[src/rtl/stream_pkg.sv]
// rtl/stream_pkg.sv - shared beat type and constants for the stream_gen / stream_sink pair
//   DEFAULT_DEPTH : default FIFO depth for stream sinks
//   DATA_W        : stream byte width
//   beat_t        : {last, data} as stored per FIFO entry
package stream_pkg;

  localparam int DEFAULT_DEPTH = 8;
  localparam int DATA_W        = 8;

  typedef struct packed {
    logic              last;
    logic [DATA_W-1:0] data;
  } beat_t;

endpackage

[src/rtl/sink_fifo.sv]
// rtl/sink_fifo.sv - synchronous beat_t FIFO with registered read data
//   clk, rst_n        : clock, asynchronous active-low reset
//   wr_i, wr_data_i   : write strobe (already qualified by ~full) and entry
//   rd_i, rd_data_o   : read strobe (already qualified by ~empty), registered head entry
//   full_o, empty_o   : occupancy flags
//   count_o           : current occupancy
module sink_fifo
  import stream_pkg::*;
#(
  parameter int DEPTH = DEFAULT_DEPTH,
  parameter int CNT_W = 4
) (
  input  logic             clk,
  input  logic             rst_n,
  input  logic             wr_i,
  input  beat_t            wr_data_i,
  input  logic             rd_i,
  output beat_t            rd_data_o,
  output logic             full_o,
  output logic             empty_o,
  output logic [CNT_W-1:0] count_o
);

  localparam int AW = $clog2(DEPTH);
  localparam int PW = AW + 1;

  // One extra pointer bit distinguishes full from empty when the indices match.
  logic [PW-1:0] wptr_q, wptr_d;
  logic [PW-1:0] rptr_q, rptr_d;
  logic [PW-1:0] diff;
  beat_t         rd_data_q, rd_data_d;
  beat_t         mem_q [DEPTH];

  always_comb begin
    wptr_d    = wptr_q;
    rptr_d    = rptr_q;
    rd_data_d = rd_data_q;
    if (wr_i) wptr_d = wptr_q + PW'(1);
    if (rd_i) begin
      rptr_d    = rptr_q + PW'(1);
      rd_data_d = mem_q[rptr_q[AW-1:0]];
    end
  end

  always_ff @(posedge clk or negedge rst_n) begin
    if (!rst_n) begin
      wptr_q    <= '0;
      rptr_q    <= '0;
      rd_data_q <= '0;
    end else begin
      wptr_q    <= wptr_d;
      rptr_q    <= rptr_d;
      rd_data_q <= rd_data_d;
    end
  end

  always_ff @(posedge clk) begin
    if (wr_i) mem_q[wptr_q[AW-1:0]] <= wr_data_i;
  end

  assign diff      = wptr_q - rptr_q;
  assign count_o   = CNT_W'(diff);
  assign empty_o   = (wptr_q == rptr_q);
  assign full_o    = (wptr_q[AW] != rptr_q[AW]) && (wptr_q[AW-1:0] == rptr_q[AW-1:0]);
  assign rd_data_o = rd_data_q;

endmodule

[src/rtl/stream_sink.sv]
// rtl/stream_sink.sv - AXI-Stream byte sink with FIFO, pop port and frame statistics
//   Optional macro STREAM_SINK_CHECK_EN adds an incrementing-pattern checker.
//   clk, rst                 : clock, asynchronous active-low reset
//   ip_en                    : accept enable (gates tready)
//   tdata/tvalid/tlast/tready: input stream
//   pop, Dout, dout_last, dout_valid : bench drain port, one-cycle pop latency
//   buff_count, empty, full  : FIFO occupancy
//   beat_count, frame_count, last_frame_len : frame statistics
//   overflow_drop            : sticky, stream offered while full
//   mismatch, err_count      : checker outputs (STREAM_SINK_CHECK_EN only)
module stream_sink
  import stream_pkg::*;
#(
  parameter int DEPTH  = DEFAULT_DEPTH,
  parameter int CNT_W  = 4,
  parameter int FCNT_W = 16
) (
  input  logic              clk,
  input  logic              rst,
  input  logic              ip_en,
  input  logic [DATA_W-1:0] tdata,
  input  logic              tvalid,
  input  logic              tlast,
  output logic              tready,
  input  logic              pop,
  output logic [DATA_W-1:0] Dout,
  output logic              dout_last,
  output logic              dout_valid,
  output logic [CNT_W-1:0]  buff_count,
  output logic              empty,
  output logic              full,
  output logic [FCNT_W-1:0] beat_count,
  output logic [FCNT_W-1:0] frame_count,
  output logic [FCNT_W-1:0] last_frame_len,
`ifdef STREAM_SINK_CHECK_EN
  output logic              overflow_drop,
  output logic              mismatch,
  output logic [FCNT_W-1:0] err_count
`else
  output logic              overflow_drop
`endif
);

  logic  acc;
  logic  rd;
  beat_t wr_beat;
  beat_t rd_beat;

  logic              dout_valid_q, dout_valid_d;
  logic [FCNT_W-1:0] beat_q, beat_d;
  logic [FCNT_W-1:0] frame_q, frame_d;
  logic [FCNT_W-1:0] last_len_q, last_len_d;
  logic              ovf_q, ovf_d;

  // Full only depends on registered pointers, so tready never loops back through tvalid.
  assign tready = ip_en & ~full;
  assign acc    = tvalid & tready;
  assign rd     = pop & ~empty;

  assign wr_beat.last = tlast;
  assign wr_beat.data = tdata;

  sink_fifo #(
    .DEPTH (DEPTH),
    .CNT_W (CNT_W)
  ) u_fifo (
    .clk       (clk),
    .rst_n     (rst),
    .wr_i      (acc),
    .wr_data_i (wr_beat),
    .rd_i      (rd),
    .rd_data_o (rd_beat),
    .full_o    (full),
    .empty_o   (empty),
    .count_o   (buff_count)
  );

  // beat_count == 0 is the idle state; a tlast beat always returns it there.
  always_comb begin
    dout_valid_d = rd;
    beat_d       = beat_q;
    frame_d      = frame_q;
    last_len_d   = last_len_q;
    ovf_d        = ovf_q | (tvalid & ip_en & full);
    if (acc) begin
      if (tlast) begin
        last_len_d = beat_q + FCNT_W'(1);
        beat_d     = '0;
        frame_d    = frame_q + FCNT_W'(1);
      end else begin
        beat_d = beat_q + FCNT_W'(1);
      end
    end
  end

  always_ff @(posedge clk or negedge rst) begin
    if (!rst) begin
      dout_valid_q <= 1'b0;
      beat_q       <= '0;
      frame_q      <= '0;
      last_len_q   <= '0;
      ovf_q        <= 1'b0;
    end else begin
      dout_valid_q <= dout_valid_d;
      beat_q       <= beat_d;
      frame_q      <= frame_d;
      last_len_q   <= last_len_d;
      ovf_q        <= ovf_d;
    end
  end

  assign Dout           = rd_beat.data;
  assign dout_last      = rd_beat.last;
  assign dout_valid     = dout_valid_q;
  assign beat_count     = beat_q;
  assign frame_count    = frame_q;
  assign last_frame_len = last_len_q;
  assign overflow_drop  = ovf_q;

`ifdef STREAM_SINK_CHECK_EN
  // Expected pattern is 0,1,2,... within each frame, restarting after tlast.
  logic [DATA_W-1:0] exp_q, exp_d;
  logic [FCNT_W-1:0] err_q, err_d;
  logic              mism_q, mism_d;

  always_comb begin
    exp_d  = exp_q;
    err_d  = err_q;
    mism_d = mism_q;
    if (acc) begin
      exp_d = tlast ? '0 : exp_q + DATA_W'(1);
      if (tdata != exp_q) begin
        err_d  = err_q + FCNT_W'(1);
        mism_d = 1'b1;
      end
    end
  end

  always_ff @(posedge clk or negedge rst) begin
    if (!rst) begin
      exp_q  <= '0;
      err_q  <= '0;
      mism_q <= 1'b0;
    end else begin
      exp_q  <= exp_d;
      err_q  <= err_d;
      mism_q <= mism_d;
    end
  end

  assign mismatch  = mism_q;
  assign err_count = err_q;
`endif

endmodule

[config.mk]
export PLATFORM = sky130hd
export DESIGN_NAME = stream_sink
export DESIGN_NICKNAME = d
export VERILOG_FILES = /design/src/rtl/stream_pkg.sv /design/src/rtl/sink_fifo.sv /design/src/rtl/stream_sink.sv
export SDC_FILE = /design/constraint.sdc
export NUM_CORES = 1
export LEC_CHECK = 0
export CORE_ASPECT_RATIO = 1.75
export CORE_MARGIN = 2
export CORE_UTILIZATION = 40
export CTS_BUF_LIST = sky130_fd_sc_hd__clkbuf_4 sky130_fd_sc_hd__clkbuf_8
export DETAILED_ROUTE_END_ITERATION = 10
export SKIP_LAST_GASP = 1
export SYNTH_ARGS = -nofsm -noshare
export SYNTH_HDL_FRONTEND = slang
export SYNTH_HIERARCHICAL = 1
export SYNTH_SLANG_ARGS = --single-unit
[constraint.sdc]
create_clock -name clk -period 3.1 [get_ports clk]
set_clock_uncertainty 0.05 [all_clocks]
set_input_delay 0.62 -clock clk [delete_from_list [all_inputs] [get_ports clk]]
set_output_delay 0.62 -clock clk [all_outputs]
set_load 0.02 [all_outputs]
==> flow_metrics.env <==
export IMPL_switching_share=0.342
export IMPL_status="complete, no violations"
export IMPL_dp_slack_ps=452
export IMPL_worstPathMaxFanout=4
export IMPL_rows=59
export IMPL_synth_seq_area_share=0.637
export IMPL_maxSlewHeadroom=0.324
export IMPL_viasPerCell=5.29
export IMPL_num_io_pins=80
export IMPL_worst_path_most_repeated_cell="inv_1"
export IMPL_antenna_left=0
export IMPL_synth_nets=489
export IMPL_port_buffers=79
export IMPL_die_h_um=166
export IMPL_coreArea_um2=14800
export IMPL_netlist_instances=467
export IMPL_grt_pass1_vias=4170
export IMPL_antenna_found_initial=0
export IMPL_max_stage_delay_ps=600
export IMPL_min_path_type="input pin to async pin"
export IMPL_gp_congestion=0.824
export IMPL_groute_usage_overall=0.180
export IMPL_critPathCaptureType="primary output"
export IMPL_ys_ff_latch=139
export IMPL_grt_first_pass_wirelength_mm=22.5
export IMPL_dp_cells=723
export IMPL_cp_required_ps=2430
export IMPL_synth_warnings=6
export IMPL_timing_worst_setup_path_type="flip-flop to primary output"
export IMPL_syn_avg_cell_area_um2=12.9
export IMPL_power_density_nw_per_um2=838
export IMPL_r2r_cells=9
export IMPL_pwr_share_comb=0.350
export IMPL_root_buffer="clkbuf_8"
export IMPL_rsz0062_at_grt="no"
export IMPL_r2r_end="u_fifo/mem_q[1][5]"
export IMPL_fin_crit_sh=0.948
export IMPL_p_seq_frac=0.390
export IMPL_power_internal_mw=4.13
export IMPL_worstPathCellList="inv_1 > ha_1 > fa_1 > inv_1 > clkdlybuf4s50_1"
export IMPL_numCtsBuffers=17
export IMPL_clockBufferDepth=2
export IMPL_slowest_stage="clkdlybuf4s50_1"
export IMPL_area_growth_pct=24.1
export IMPL_synth_area_um2=6030
export IMPL_die_area_um2=16100
export IMPL_grt_max_degree=68
export IMPL_htreeDepth=4
export IMPL_synth_edf_count=72
export IMPL_finalNetCount=581
export IMPL_arrival_ps=2270
export IMPL_overflow=0
export IMPL_drv_cap=0
export IMPL_wl_per_cell_um=18.3
export IMPL_diodes=0
export IMPL_p_sw_mw=2.14
export IMPL_wirelength_mm=13.8
export IMPL_async_flop_share=0.482
export IMPL_die_width_um=96.8
export IMPL_drt_iter0_markers=185
export IMPL_postCtsSetupBuffers=0
export IMPL_drive_gt1_frac=0.103
export IMPL_tightest_slew_ps=1010
export IMPL_synth_cell_types=45
export IMPL_totalPowerFinal_mw=6.27
export IMPL_ctsHoldBuffers=0
export IMPL_ys_flop_type="edfxtp_1"
export IMPL_critPathLaunchType="flip-flop"
export IMPL_clock_sinks=139
export IMPL_ir_worst_vdd_mv=0.636
export IMPL_fin_ws_ps=160
export IMPL_cts_clk_slew_worst_paths_ps=90
export IMPL_hold_viol=0
export IMPL_finalSetupViolCount=0
export IMPL_p_leak_nw=3.00
export IMPL_cts_tree="built"
export IMPL_drv_slew=0
export IMPL_fin_setup_tns_ps=0
export IMPL_drc=0
export IMPL_reg2reg_slack_ps=740
export IMPL_fin_crit_ps=2940
export IMPL_r2r_start="u_fifo/rptr_q[1]"
export IMPL_drt_pass1_iterations=4
export IMPL_fin_cells=755
export IMPL_p_clk_frac=0.260
export IMPL_fmaxAchievable_ghz=0.340
export IMPL_hold_ws_ps=142
export IMPL_dpl_hpwl_mm=9.31
export IMPL_vias=3993
export IMPL_start_util=0.406
export IMPL_insertion_delay_ps=430
routing by layer:
layer | routed length [um] | GRT usage | vias up
li1 | - | - | 1883
met1 | 5470 | 0.203 | 1968
met2 | 7520 | 0.329 | 127
met3 | 664 | 0.0424 | 15
met4 | 189 | 0.0655 | 0
met5 | 0 | 0 | -
critical path, delay by kind of cell, from the launching register on:
kind | cells | cell delay, ps
adders and majority gates | 2 | 670
buffers and inverters | 3 | 770
DFF | 1 | 410
final cells by class:
cell class,instances,area [um^2]
inverter,18,67.6
timing repair buffer,95,920
clock inverter,10,164
sequential,139,3840
multi-input combinational,288,1980
clock buffer,22,284
tap,183,229
fill,1303,7360
registers in the layout, summed over array words and instances, names as in the netlist:
signal,flops
u_fifo/mem_q,72
beat_count,16
frame_count,16
last_frame_len,16
u_fifo/rd_data_o,9
u_fifo/rptr_q,4
u_fifo/wptr_q,4
dout_valid,1
overflow_drop,1
power groups by stage:
stage,clock (mW),combinational [mW],sequential (mW)
2_1_floorplan,0,1.21,2.63
3_3_place_gp,0,2.20,2.48
3_5_place_dp,0,2.22,2.49
4_1_cts,1.67,2.21,2.45
5_1_grt,1.75,2.39,2.49
6_report,1.63,2.19,2.45
synthesized netlist by cell type, types with 4 or more instances:
cell	number	area, um^2
edfxtp_1	72	2160
dfrtp_1	67	1680
nand2_1	42	158
mux2i_1	36	360
o21ai_0	34	170
xor2_1	23	201
nand3_1	21	105
a22oi_1	19	143
nor2_1	19	71.3
inv_1	18	67.6
xnor2_1	15	131
o31ai_1	9	67.6
o21ai_1	8	40.0
clkbuf_1	7	26.3
ha_1	7	87.6
buf_2	6	30.0
nand4_1	6	37.5
and3_1	5	31.3
and4_1	5	43.8
nor2b_1	5	31.3
nor3_1	4	20.0
cell families after synthesis:
group                      Yosys count  share of synthesized area
DFF                                139                      0.637
and+or+nand+nor                    122                      0.107
AOI/OAI and AO/OA                   84                     0.0867
buffers and inverters               40                     0.0367
xor gates and xnor gates            38                     0.0552
muxes                               36                     0.0598
adders and majority gates            8                     0.0178
how the worst max path moves through the flow:
stage                              end        startpoint  depth (start not counted)  slack, ps
global route                      full  u_fifo/rptr_q[1]                          5         30
finish                   buff_count[1]  u_fifo/wptr_q[0]                          5        160
floorplan           u_fifo/mem_q[1][0]  u_fifo/wptr_q[2]                          8        180
global placement         buff_count[3]  u_fifo/rptr_q[1]                          6        480
CTS                               full  u_fifo/rptr_q[1]                          5         10
detailed placement       buff_count[3]  u_fifo/rptr_q[1]                          6        450
layout by cell type, fill, tap and decap left out, types with 5 or more instances in the layout:
| master | netlist | routed |
|---|---|---|
| clkdlybuf4s50_1 | 0 | 76 |
| edfxtp_1 | 72 | 72 |
| dfrtp_1 | 67 | 66 |
| nand2_1 | 42 | 42 |
| mux2i_1 | 36 | 36 |
| o21ai_0 | 34 | 34 |
| xor2_1 | 23 | 23 |
| nand3_1 | 21 | 21 |
| nor2_1 | 19 | 19 |
| a22oi_1 | 19 | 19 |
| clkbuf_8 | 0 | 19 |
| inv_1 | 18 | 18 |
| xnor2_1 | 15 | 15 |
| buf_4 | 3 | 15 |
| o31ai_1 | 9 | 9 |
| o21ai_1 | 8 | 8 |
| ha_1 | 7 | 7 |
| nand4_1 | 6 | 6 |
| and4_1 | 5 | 5 |
| and3_1 | 5 | 5 |
per-stage QoR:
stage	cell area (um^2)	util
floorplan	6030	-
global placement	7020	0.473
detailed placement	7020	0.473
CTS	7470	0.503
global route	7480	0.504
finish	7480	0.504
what timing repair did:
action / CTS / global route
cloned: 0 / 0
endpoints found under the setup margin: 1 / 3
gates resized for setup: 1 / 3
pin swaps: 0 / 0
Note: power is estimated with default switching activity, not from simulation.
